File: src/rtl/adc_seq_pkg.sv
`default_nettype none
// ============================================================================
// Module      : adc_seq_pkg
// Description : Shared definitions for the ADC conversion sequencer and the
//               chip-level control register file: phase encodings, the
//               combined phase/GAP state record and the phase-length clamp.
// Revision    : 1.0 - initial release
// ============================================================================
package adc_seq_pkg;

    // Sequencer phases. Every active phase is followed by one GAP cycle,
    // which is carried as a separate flag so the phase being closed out is
    // still known while all strobes are low.
    typedef enum logic [2:0] {
        PH_IDLE   = 3'd0,
        PH_INIT   = 3'd1,
        PH_SAMP   = 3'd2,
        PH_COMP   = 3'd3,
        PH_UPDATE = 3'd4
    } phase_e;

    typedef struct packed {
        phase_e phase;  // current (or just-finished, while gap=1) phase
        logic   gap;    // 1: non-overlap cycle after 'phase', all strobes low
    } seq_state_t;

    // Width used for the generic clamp helper; callers cast to their own width.
    localparam int unsigned CLAMP_W = 32;

    // A programmed phase length of zero still yields a one-cycle strobe.
    function automatic logic [CLAMP_W-1:0] clamp_len(input logic [CLAMP_W-1:0] t);
        return (t == '0) ? CLAMP_W'(1) : t;
    endfunction

endpackage : adc_seq_pkg
`default_nettype wire

File: src/rtl/adc_phase_timer.sv
`default_nettype none
// ============================================================================
// Module      : adc_phase_timer
// Description : Down-counter shared by all sequencer phases. Loaded with the
//               (already clamped, >= 1) phase length on phase entry, it flags
//               the final cycle of the phase.
// Ports       : clk      - system clock, rising edge
//               rst_n    - asynchronous active-low reset
//               load     - load load_val on this edge (phase entry)
//               load_val - phase length in cycles, must be >= 1
//               last     - high during the last cycle of the phase
// Revision    : 1.0 - initial release
// ============================================================================
module adc_phase_timer #(
    parameter int TW = 8
) (
    input  logic          clk,
    input  logic          rst_n,
    input  logic          load,
    input  logic [TW-1:0] load_val,
    output logic          last
);

    logic [TW-1:0] cnt_q;
    logic [TW-1:0] cnt_d;

    // The count equals the number of strobe cycles still to go including
    // the current one, so the final cycle is the one where it reads 1.
    always_comb begin
        cnt_d = cnt_q;
        if (load) begin
            cnt_d = load_val;
        end else if (cnt_q != '0) begin
            cnt_d = cnt_q - TW'(1);
        end
    end

    always_ff @(posedge clk or negedge rst_n) begin
        if (!rst_n) begin
            cnt_q <= '0;
        end else begin
            cnt_q <= cnt_d;
        end
    end

    assign last = (cnt_q == TW'(1));

endmodule : adc_phase_timer
`default_nettype wire

File: src/rtl/adc_sequencer.sv
`default_nettype none
// ============================================================================
// Module      : adc_sequencer
// Description : SAR ADC conversion controller. Generates the non-overlapping
//               INIT / SAMP / COMP / UPDATE strobes for the ADC core, collects
//               one comparator decision per bit (MSB first) and presents the
//               result word on a valid/ready interface.
// Ports       : clk, rst_n          - clock / async active-low reset
//               start, cont, abort  - conversion control
//               t_init..t_update    - phase lengths in cycles (0 acts as 1)
//               comp_out            - comparator decision from the core
//               seq_init..seq_update- registered phase strobes (clock gating)
//               busy                - high while not IDLE
//               result, result_valid, result_ready - result handshake
//               overrun             - sticky: unaccepted result overwritten
// Revision    : 1.0 - initial release
// ============================================================================
module adc_sequencer
    import adc_seq_pkg::*;
#(
    parameter int NBITS = 16,   // comparisons per conversion, must be >= 2
    parameter int TW    = 8     // width of the phase-length inputs
) (
    input  logic             clk,
    input  logic             rst_n,
    input  logic             start,
    input  logic             cont,
    input  logic             abort,
    input  logic [TW-1:0]    t_init,
    input  logic [TW-1:0]    t_samp,
    input  logic [TW-1:0]    t_comp,
    input  logic [TW-1:0]    t_update,
    input  logic             comp_out,
    output logic             seq_init,
    output logic             seq_samp,
    output logic             seq_comp,
    output logic             seq_update,
    output logic             busy,
    output logic [NBITS-1:0] result,
    output logic             result_valid,
    input  logic             result_ready,
    output logic             overrun
);

    localparam int             BW       = (NBITS > 1) ? $clog2(NBITS) : 1;
    localparam logic [BW-1:0]  LAST_BIT = BW'(NBITS - 1);

    // Clamp a programmed length to at least one cycle at this block's width.
    function automatic logic [TW-1:0] phase_len(input logic [TW-1:0] t);
        return TW'(clamp_len(CLAMP_W'(t)));
    endfunction

    // ------------------------------------------------------------------
    // State
    // ------------------------------------------------------------------
    seq_state_t        state_q,      state_d;
    logic              seq_init_q,   seq_init_d;
    logic              seq_samp_q,   seq_samp_d;
    logic              seq_comp_q,   seq_comp_d;
    logic              seq_update_q, seq_update_d;
    logic              busy_q,       busy_d;
    logic [BW-1:0]     bit_q,        bit_d;
    logic [NBITS-1:0]  shift_q,      shift_d;
    logic [NBITS-1:0]  result_q,     result_d;
    logic              valid_q,      valid_d;
    logic              overrun_q,    overrun_d;
    logic              restart_q,    restart_d;   // continuous-mode restart pending

    logic              tmr_load;
    logic [TW-1:0]     tmr_val;
    logic              tmr_last;

    adc_phase_timer #(
        .TW (TW)
    ) u_timer (
        .clk      (clk),
        .rst_n    (rst_n),
        .load     (tmr_load),
        .load_val (tmr_val),
        .last     (tmr_last)
    );

    // ------------------------------------------------------------------
    // Next-state logic
    // ------------------------------------------------------------------
    always_comb begin
        state_d      = state_q;
        seq_init_d   = seq_init_q;
        seq_samp_d   = seq_samp_q;
        seq_comp_d   = seq_comp_q;
        seq_update_d = seq_update_q;
        bit_d        = bit_q;
        shift_d      = shift_q;
        result_d     = result_q;
        valid_d      = valid_q;
        overrun_d    = overrun_q;
        restart_d    = restart_q;
        tmr_load     = 1'b0;
        tmr_val      = '0;

        // Downstream consumed the result this cycle.
        if (valid_q && result_ready) begin
            valid_d = 1'b0;
        end

        if (abort) begin
            // Abort wins over everything: drop to IDLE with strobes low,
            // forget any pending restart, and leave the result interface
            // exactly as it was.
            state_d      = '{phase: PH_IDLE, gap: 1'b0};
            seq_init_d   = 1'b0;
            seq_samp_d   = 1'b0;
            seq_comp_d   = 1'b0;
            seq_update_d = 1'b0;
            bit_d        = '0;
            restart_d    = 1'b0;
            valid_d      = valid_q;
        end else begin
            unique case (state_q.phase)
                PH_IDLE: begin
                    if (start || restart_q) begin
                        state_d    = '{phase: PH_INIT, gap: 1'b0};
                        seq_init_d = 1'b1;
                        tmr_load   = 1'b1;
                        tmr_val    = phase_len(t_init);
                        restart_d  = 1'b0;
                    end
                end

                default: begin
                    if (!state_q.gap) begin
                        // Active phase: close it out on the timer's last cycle.
                        if (tmr_last) begin
                            state_d.gap  = 1'b1;
                            seq_init_d   = 1'b0;
                            seq_samp_d   = 1'b0;
                            seq_comp_d   = 1'b0;
                            seq_update_d = 1'b0;
                            // Decisions shift in from the LSB side so that
                            // after NBITS bits the first one sits at the MSB.
                            if (state_q.phase == PH_COMP) begin
                                shift_d = {shift_q[NBITS-2:0], comp_out};
                            end
                        end
                    end else begin
                        // Gap cycle: move on to the next phase.
                        state_d.gap = 1'b0;
                        case (state_q.phase)
                            PH_INIT: begin
                                state_d.phase = PH_SAMP;
                                seq_samp_d    = 1'b1;
                                tmr_load      = 1'b1;
                                tmr_val       = phase_len(t_samp);
                            end
                            PH_SAMP: begin
                                state_d.phase = PH_COMP;
                                seq_comp_d    = 1'b1;
                                tmr_load      = 1'b1;
                                tmr_val       = phase_len(t_comp);
                            end
                            PH_COMP: begin
                                state_d.phase = PH_UPDATE;
                                seq_update_d  = 1'b1;
                                tmr_load      = 1'b1;
                                tmr_val       = phase_len(t_update);
                            end
                            PH_UPDATE: begin
                                if (bit_q == LAST_BIT) begin
                                    // Conversion complete.
                                    state_d.phase = PH_IDLE;
                                    bit_d         = '0;
                                    result_d      = shift_q;
                                    valid_d       = 1'b1;
                                    // A result accepted in this very cycle
                                    // is not an overrun.
                                    if (valid_q && !result_ready) begin
                                        overrun_d = 1'b1;
                                    end
                                    // Restart waits one IDLE cycle so the
                                    // completion cycle is always visible.
                                    restart_d     = cont;
                                end else begin
                                    state_d.phase = PH_COMP;
                                    bit_d         = bit_q + BW'(1);
                                    seq_comp_d    = 1'b1;
                                    tmr_load      = 1'b1;
                                    tmr_val       = phase_len(t_comp);
                                end
                            end
                            default: begin
                                // Unreachable encoding: recover to IDLE.
                                state_d = '{phase: PH_IDLE, gap: 1'b0};
                                bit_d   = '0;
                            end
                        endcase
                    end
                end
            endcase
        end

        busy_d = (state_d.phase != PH_IDLE);
    end

    // ------------------------------------------------------------------
    // Registers
    // ------------------------------------------------------------------
    always_ff @(posedge clk or negedge rst_n) begin
        if (!rst_n) begin
            state_q      <= '{phase: PH_IDLE, gap: 1'b0};
            seq_init_q   <= 1'b0;
            seq_samp_q   <= 1'b0;
            seq_comp_q   <= 1'b0;
            seq_update_q <= 1'b0;
            busy_q       <= 1'b0;
            bit_q        <= '0;
            shift_q      <= '0;
            result_q     <= '0;
            valid_q      <= 1'b0;
            overrun_q    <= 1'b0;
            restart_q    <= 1'b0;
        end else begin
            state_q      <= state_d;
            seq_init_q   <= seq_init_d;
            seq_samp_q   <= seq_samp_d;
            seq_comp_q   <= seq_comp_d;
            seq_update_q <= seq_update_d;
            busy_q       <= busy_d;
            bit_q        <= bit_d;
            shift_q      <= shift_d;
            result_q     <= result_d;
            valid_q      <= valid_d;
            overrun_q    <= overrun_d;
            restart_q    <= restart_d;
        end
    end

    // Strobes gate clocks in the core: straight from flops, no logic after.
    assign seq_init     = seq_init_q;
    assign seq_samp     = seq_samp_q;
    assign seq_comp     = seq_comp_q;
    assign seq_update   = seq_update_q;
    assign busy         = busy_q;
    assign result       = result_q;
    assign result_valid = valid_q;
    assign overrun      = overrun_q;

endmodule : adc_sequencer
`default_nettype wire

File: config.mk
export PLATFORM = sky130hd
export DESIGN_NAME = adc_sequencer
export DESIGN_NICKNAME = d
export VERILOG_FILES = /design/src/rtl/adc_seq_pkg.sv /design/src/rtl/adc_phase_timer.sv /design/src/rtl/adc_sequencer.sv
export SDC_FILE = /design/constraint.sdc
export NUM_CORES = 1
export LEC_CHECK = 0
export CAP_MARGIN = 20
export CORE_MARGIN = 2
export CORE_UTILIZATION = 45
export DETAILED_ROUTE_END_ITERATION = 7
export HOLD_SLACK_MARGIN = 0.08
export PLACE_DENSITY_LB_ADDON = 0.12
export SLEW_MARGIN = 20
export SYNTH_ARGS = -nofsm -noshare
export SYNTH_HDL_FRONTEND = slang
export SYNTH_SLANG_ARGS = --single-unit
File: constraint.sdc
create_clock -name clk -period 2 [get_ports clk]
set_input_delay 0.2 -clock clk [delete_from_list [all_inputs] [get_ports clk]]
set_output_delay 0.2 -clock clk [all_outputs]
set_load 0.005 [all_outputs]
Word level (Yosys, flattened, before mapping):

Cells that the tools add are included.

* bits in registers: 56
* input port bits: 39
* output and inout port bits: 23
* word-level logic and storage cells: 121

* add/subtract/negate cells: 2
* equality and inequality tests: 14
* mux-type cells: 60
* bitwise gates (word level): 3
* reductions and logical operators: 28

Operators by type and width (number)
* two-way mux 8 bit: 11
* two-way mux 1 bit: 35
* logical NOT 8 bit: 4
* one-hot mux 8 bit (4 select lines): 1
* two-way mux 4 bit: 7
* nonzero test 3 bit: 6
* one-hot mux 3 bit (4 select lines): 1
* AND reduction 3 bit: 4
* AND reduction 5 bit: 2
* != test 3 x 2 -> 1 bit (second input constant): 3
* == test 8 x 1 -> 1 bit (second input constant): 1
* one-hot mux 4 bit (2 select lines): 1
* AND reduction 4 bit: 2
* nonzero test 8 bit: 1
* subtractor 8 x 1 -> 8 bit (second input constant): 1
* == test 3 x 2 -> 1 bit (second input constant): 2
* AND reduction 6 bit: 1
* adder 4 x 1 -> 4 bit (second input constant): 1
* == test 4 bit (second input constant): 1
* != test 4 x 2 -> 1 bit (second input constant): 1
* != test 4 bit (second input constant): 1
* one-hot mux 1 bit (2 select lines): 2
* nonzero test 2 bit: 2
* == test 3 x 1 -> 1 bit (second input constant): 1
* other kinds (12): 15

Logic depth before layout (Yosys ltp):

Gate-level depths: netlist (run 1).

* depth in word-level cells: 8
* gate-level depth with buffers: 7
* mapped depth without buffers: 7

Modules after synthesis:

A second synthesis (run 1) with hierarchy kept.

* cells, all modules: 265
* area total of the unflattened synthesis: 2897.8 um^2

By module, submodules not included
* adc_sequencer: instances 1, cells an instance 204, area an instance 2357.3 um^2, seq. area each 1201.2 um^2
* adc_phase_timer: instances 1, cells an instance 61, area an instance 540.5 um^2, seq. area each 200.2 um^2

Worst setup path before layout (run 1):

Ideal clock, no wire load.

* path kind: register -> register
* start: register u_timer.cnt_q[4]
* end: register shift_q[15]
* setup time: 125 ps
* arrival time: 1931 ps
* required time: 1875 ps
* slack: -56 ps
* cell stages (with the launch flop): 6
* path buffers: 1
* clock period less this slack: 2056 ps
* path through: dfrtp_1 -> nor4_4 -> nand4_2 -> nor4b_4 -> buf_6 -> mux2_2

* longest elaborated chain between the ends: 2

Ends and longest elaborated chain
* start, declared: RTL line adc_phase_timer.sv:24 `logic [TW-1:0] cnt_q;`
* start signal, assigned: RTL line adc_phase_timer.sv:42 `cnt_q <= cnt_d;`
* == test 8 x 1 -> 1 bit: RTL line adc_phase_timer.sv:46 `assign last = (cnt_q == TW'(1));`
* AND reduction 5 bit (no line)
* end signal, assigned: RTL line adc_sequencer.sv:229 `shift_q <= shift_d;`
* end, declared: RTL line adc_sequencer.sv:63 `logic [NBITS-1:0] shift_q, shift_d;`

Every way passes these cells.
A chain may end at the register's enable or synchronous reset.

Worst setup path in the final report (run 1):

* start: register u_timer.cnt_q[6]
* end: register shift_q[2]

Same word-level chain as after synthesis.

==> results of run 1 <==
-- cell type report --
cell class	count	area, um^2
Multi-Input combinational cell	169	1280
Clock buffer	5	68.8
Timing Repair Buffer	80	813
Tap cell	75	93.8
Fill cell	499	2200
Sequential cell	56	1400
Inverter	4	15.0
Clock inverter	3	46.3
-- flip-flops by register name, indices dropped and copies added, names as in the netlist, 4 cells and up --
register and count:
bit_q 4, result 16, shift_q 16, state_q 4, u_timer.cnt_q 8
-- worst max-delay path: stages (launching register included) --
cell     delay [ns]
dfrtp_1        0.43
nor4_4         0.33
nand4_2        0.19
nor4b_4        0.34
buf_12         0.19
mux2_2         0.34
-- repair_timing --
| action | CTS | global route |
|---|---|---|
| endpoints found under the setup margin | 0 | 18 |
| hold buffers | 1 | 0 |
| setup buffers | 0 | 1 |
| hold endpoints to repair | 19 | 0 |
-- cells by family after synthesis --
group           after synthesis  synth area share [%]
buf+inv                      16                  2.68
flops                        56                  50.8
compound gates               50                  12.4
xor+xnor                      5                  1.59
mux                          37                  14.9
fa+ha+maj                     3                  1.36
simple gates                 74                  16.2
-- per-stage QoR --
| step | total power, mW | setup TNS [ns] | worst slack, ns | hold WS [ns] | util (%) |
|---|---|---|---|---|---|
| 2_1_floorplan | 1.65 | -0.560 | -0.0560 | -0.0956 | - |
| 3_3_place_gp | 1.91 | 0 | 0.0505 | 0.200 | 60.6 |
| 3_5_place_dp | 1.92 | 0 | 0.0690 | 0.193 | 60.6 |
| 4_1_cts | 2.69 | 0 | 0.0603 | 0.384 | 62.7 |
| 5_1_grt | 2.81 | -0.154 | -0.0181 | 0.417 | 62.8 |
| 6_report | 2.66 | 0 | 0.0733 | 0.368 | 62.8 |
-- per-layer routing --
metal,up-vias,track usage [%]
met2,54,29.3
met4,0,5.00
met3,7,4.24
met1,1081,27.0
li1,1055,-
met5,-,0
-- power by group through the flow --
stage / clock network [mW] / logic [mW] / registers, mW
5_1_grt: 0.825 / 0.670 / 1.31
4_1_cts: 0.787 / 0.601 / 1.30
3_3_place_gp: 0 / 0.586 / 1.33
2_1_floorplan: 0 / 0.333 / 1.32
6_report: 0.760 / 0.599 / 1.30
3_5_place_dp: 0 / 0.593 / 1.33
-- synth_stat cells, drive strengths merged, types with 4 or more instances --
cell type	instances	area, um^2
buf	6	36.3
nand2	11	41.3
a2bb2oi	4	35.0
mux2	33	372
mux2i	4	40.0
a21oi	12	60.1
nand3	5	25.0
dfrtp	56	1400
o21ai	10	50.1
nor2	20	75.1
nor4	8	80.1
or4	5	37.5
nor3	5	25.0
clkbuf	6	22.5
a222oi	7	70.1
a31oi	5	31.3
inv	4	15.0
-- worst max-delay path by stage --
stage	startpoint	endpoint	slack (ns)	cells after the start
after global placement	t_samp[4]	u_timer.cnt_q[0]	0.05	6
after floorplan	u_timer.cnt_q[4]	shift_q[15]	-0.06	5
after detailed placement	t_comp[4]	u_timer.cnt_q[0]	0.07	6
final	u_timer.cnt_q[6]	shift_q[2]	0.07	5
after CTS	u_timer.cnt_q[6]	shift_q[2]	0.06	5
after global routing	u_timer.cnt_q[6]	shift_q[1]	-0.02	5
==> metrics.txt, run 1 <==
Diodes inserted=0; hold crit path type=in2async; min Tclk post-route=1.93 ns; Final Hold Viols=0; met3 WL=~300 um; Clock Power Share=28.5%; I/O pins=62; Max-cap violations=0; count of pins over their slew limit=0; DRC viols=0; top layer used by detailed routing=met4; Crit Path Max Fanout=16; fin cells=392; Overflow after GRT=0; Gate power share=22.5%; Sink Count=between 50 and 60; Fmax=0.519 GHz; Cell variety after synth=42; Worst-Margin Slew=0.479 ns; Die Y=roughly 82 um; core area=0.00592 mm^2; YS warnings=0; total number of vias=2197; commonest non-fill, non-tap cell in the layout=clkdlybuf4s50_1; Power Internal=1.91 mW; First-pass DRT Iterations=6; Die Wd=82.3 um; Cell Area, Placed=0.00359 mm^2; VDD IR-drop max=between 0.4 and 0.5 mV; vias in the first global route=between 2000 and 2500; PostCTS Resize Cnt=0; CTS Root Cell=clkbuf_8; syn nets=283; DRT Wirelength=6170 um; Layout area overhead=35.0%; share of layout cells above drive strength 1=22.1%; pwr dens=716 mW/mm^2; Max Buffers Root-to-Sink=2; Iter 0 DRT Violations=160; register area share after synthesis=50.8%; Clock Skew=0.00569 ns; number of synthesized flops with an enable pin=0; drt wl/cell=between 15 and 20 um; CTS tree=done; detail-routed via count per cell=5.60; Switch Pwr=750 uW; HPWL after detailed placement=4520 um; num rows=28; Reg2Reg Depth=5; RSZ-0062 raised after global routing=true; met2 wire length=2940 um; sequential share of power=49.0%; FF-to-FF setup slack=0.07 ns; required time of the critical path=2.20 ns; H-tree levels=2; clock latency on the worst-skew pair=0.31 ns; antenna violations before repair=0; first-pass GRT wire length=9860 um; largest net degree at the start of global routing=38; Worst R2R Start=u_timer.cnt_q[6]; CP arrival=2.13 ns; Main synth FF type=dfrtp_1; placer congestion estimate=0.818; wl on met1=2870 um; final instance area=0.00372 mm^2; CP Capture Type=register; register bit total from synthesis=56; DIE AREA=about 0.0068 mm^2; Overall Global Routing Usage=19.0%; ys async rst share=100%; Setup CP Type=reg2reg; Cells after Synth=241; commonest cells after routing, fill and taps aside=60 x clkdlybuf4s50_1, 56 x dfrtp_1, 33 x mux2_2; Leak=roughly 1.6 nW; CP startpoint kind=register; starting density of the core=a little under half; Tcrit/Tclk final=between 90% and 100%; status=complete, no violations; I/O Buffers=61; placed insts=around 380; mean post-synth cell area=11.4 um^2; fin nets=358; Crit Reg-Reg Endpoint=shift_q[2]; mapped cell area=0.00276 mm^2; ANT nets after route=0; cts bufs inserted=5; switch share=28.1%; Slew headroom=67.8%; # setup viols final=0; clock-pin slew on the worst setup and hold paths=0.10 ns
No activity file was read; power rests on OpenSTA's default activity.
==> inputs of run 2 (changes only) <==
==> constraint.sdc (replaced) <==
create_clock -name clk -period 2.5 [get_ports clk]
set_input_delay 0.5 -clock clk [delete_from_list [all_inputs] [get_ports clk]]
set_output_delay 0.5 -clock clk [all_outputs]
set_load 0.005 [all_outputs]
==> run 2 against run 1 <==
Compared with the run above:
- design area decreased by 4.3%
- global-route usage down 0.089 points
- final cell count decreased by 2.6%
- register-to-register slack gained 0.34 ns
- sequential share of layout area grew 1.7 points
- routed wire length decreased by 1.7%
- largest cell class unchanged
- hold slack got worse by 0.066 ns
- combinational power decreased by 29%
==> metrics.txt, run 2 (synthesis results as in run 1) <==
CP Capture Type=register; detail-routed via count per cell=~5.5; drt wl/cell=15.9 um; status=complete, no violations; H-tree levels=2; Fmax=0.479 GHz; Clock Skew=0.00714 ns; Die Wd=roughly 80 um; largest net degree at the start of global routing=57; share of layout cells above drive strength 1=20.2%; required time of the critical path=2.70 ns; commonest non-fill, non-tap cell in the layout=clkdlybuf4s50_1; I/O Buffers=just over 60; VDD IR-drop max=0.453 mV; critical path, cell by cell=ha_1, nand3_1, buf_4, a31o_2, a222oi_1, o211ai_1, o31a_1; Sink Count=56; top layer used by detailed routing=met4; core area=roughly 0.0059 mm^2; Sequential Area=~0.0014 mm^2; I/O pins=62; CP arrival=2.29 ns; # setup viols final=0; DIE AREA=between 0.006 and 0.007 mm^2; Diodes inserted=0; placed insts=374; fin nets=348; Die Y=~82 um; Final Hold Viols=0; CTS tree=done; Top delay family on crit path=compound AO/OA/AOI/OAI gates; fin cells=382; count of pins over their slew limit=0; Max Buffers Root-to-Sink=2; first-pass GRT wire length=9850 um; met3 WL=260 um; hold crit path type=in2async; post-CTS setup buffers=0; min Tclk post-route=2.09 ns; Max-cap violations=0; Critical Path Slowest Stage Cell=a222oi_1; CP startpoint kind=register; CTS Root Cell=clkbuf_8; DRT Wirelength=6070 um; Worst-Margin Slew=0.696 ns; First-pass DRT Iterations=4; cts bufs inserted=5; Iter 0 DRT Violations=186; ANT nets after route=0; pwr dens=557 mW/mm^2; Setup CP Type=reg2reg; Layout area overhead=29.1%; commonest cells after routing, fill and taps aside=60 x clkdlybuf4s50_1, 56 x dfrtp_1, 33 x mux2_2; HPWL after detailed placement=4480 um; DRC viols=0; total number of vias=2108; CP Buf/Inv Count=1; area of the multi-input gates=approximately 0.0013 mm^2; Tcrit/Tclk final=a little over four fifths; antenna violations before repair=0; clock-pin slew on the worst setup and hold paths=0.10 ns; met2 wire length=between 2000 and 3000 um; Overflow after GRT=0; Leak=1.53 nW; hold_ws=0.302 ns; vias in the first global route=1998; num rows=28; critical path's largest stage delay=between 0.4 and 0.5 ns; placer congestion estimate=0.836; starting density of the core=46.6%; # fillers=516; Slew headroom=a little over half; Overall Global Routing Usage=18.9%; Crit Path Max Fanout=9; wl on met1=2770 um; clock latency on the worst-skew pair=0.31 ns; RSZ-0062 raised after global routing=false
run 2: changes by cell type in the layout (fill, tap and decap cells not counted), sizes merged:
cell	delta
dlygate4sd3	-1
bufinv	-1
buf	-9
clkinv	+1
run 2: final cells by class:
cell class | count | share of cell area [%]
Sequential cell | 56 | 39.4
Multi-Input combinational cell | 169 | 36.1
Timing Repair Buffer | 70 | 18.9
Tap cell | 75 | 2.64
Clock buffer | 5 | 1.93
Clock inverter | 3 | 0.633
Inverter | 4 | 0.422
run 2: worst paths after layout:
check / start / end / slack, ns / depth (start not counted)
min: rst_n / bit_q[2] / 0.30 / 2
max: bit_q[0] / u_timer.cnt_q[7] / 0.41 / 7
max in group asynchronous: rst_n / restart_q / 1.73 / 2
min in group clk: overrun / overrun / 0.48 / 1
max reg2reg: bit_q[0] / u_timer.cnt_q[7] / 0.41 / 7
min reg2reg: overrun / overrun / 0.48 / 1
run 2: report_power, final:
part	total [mW]	switching (mW)	internal, mW
clock	0.505	0.303	0.202
sequential	1.05	0.0817	0.971
combinational	0.423	0.209	0.214
total	1.98	0.594	1.39
run 2: through the flow:
| stage | power, mW | setup TNS, ns | area [um^2] | worst slack, ns | util, % |
|---|---|---|---|---|---|
| 2_1_floorplan | 1.32 | 0 | 2760 | 0.444 | - |
| 3_3_place_gp | 1.48 | 0 | 3460 | 0.0206 | 58.5 |
| 3_5_place_dp | 1.49 | -0.0215 | 3460 | -0.0148 | 58.5 |
| 4_1_cts | 2.00 | 0 | 3560 | 0.215 | 60.1 |
| 5_1_grt | 2.10 | 0 | 3560 | 0.257 | 60.1 |
| 6_report | 1.98 | 0 | 3560 | 0.412 | 60.1 |
run 2: worst reg2reg max path, cell delays in order, from the launching register on:
cell	delay, ns
dfrtp_1	0.41
ha_1	0.21
nand3_1	0.11
buf_4	0.17
a31o_2	0.31
a222oi_1	0.49
o211ai_1	0.14
o31a_1	0.15
run 2: metal layers:
| metal | vias to the layer above | global-route usage, % |
|---|---|---|
| li1 | 1030 | - |
| met1 | 1031 | 26.0 |
| met2 | 41 | 30.4 |
| met3 | 6 | 4.57 |
| met4 | 0 | 4.00 |
| met5 | - | 0 |
run 2: repair_timing:
item | in CTS | in global routing
gates resized for setup | 0 | 1
endpoints found under the setup margin | 0 | 1
hold buffers | 0 | 0
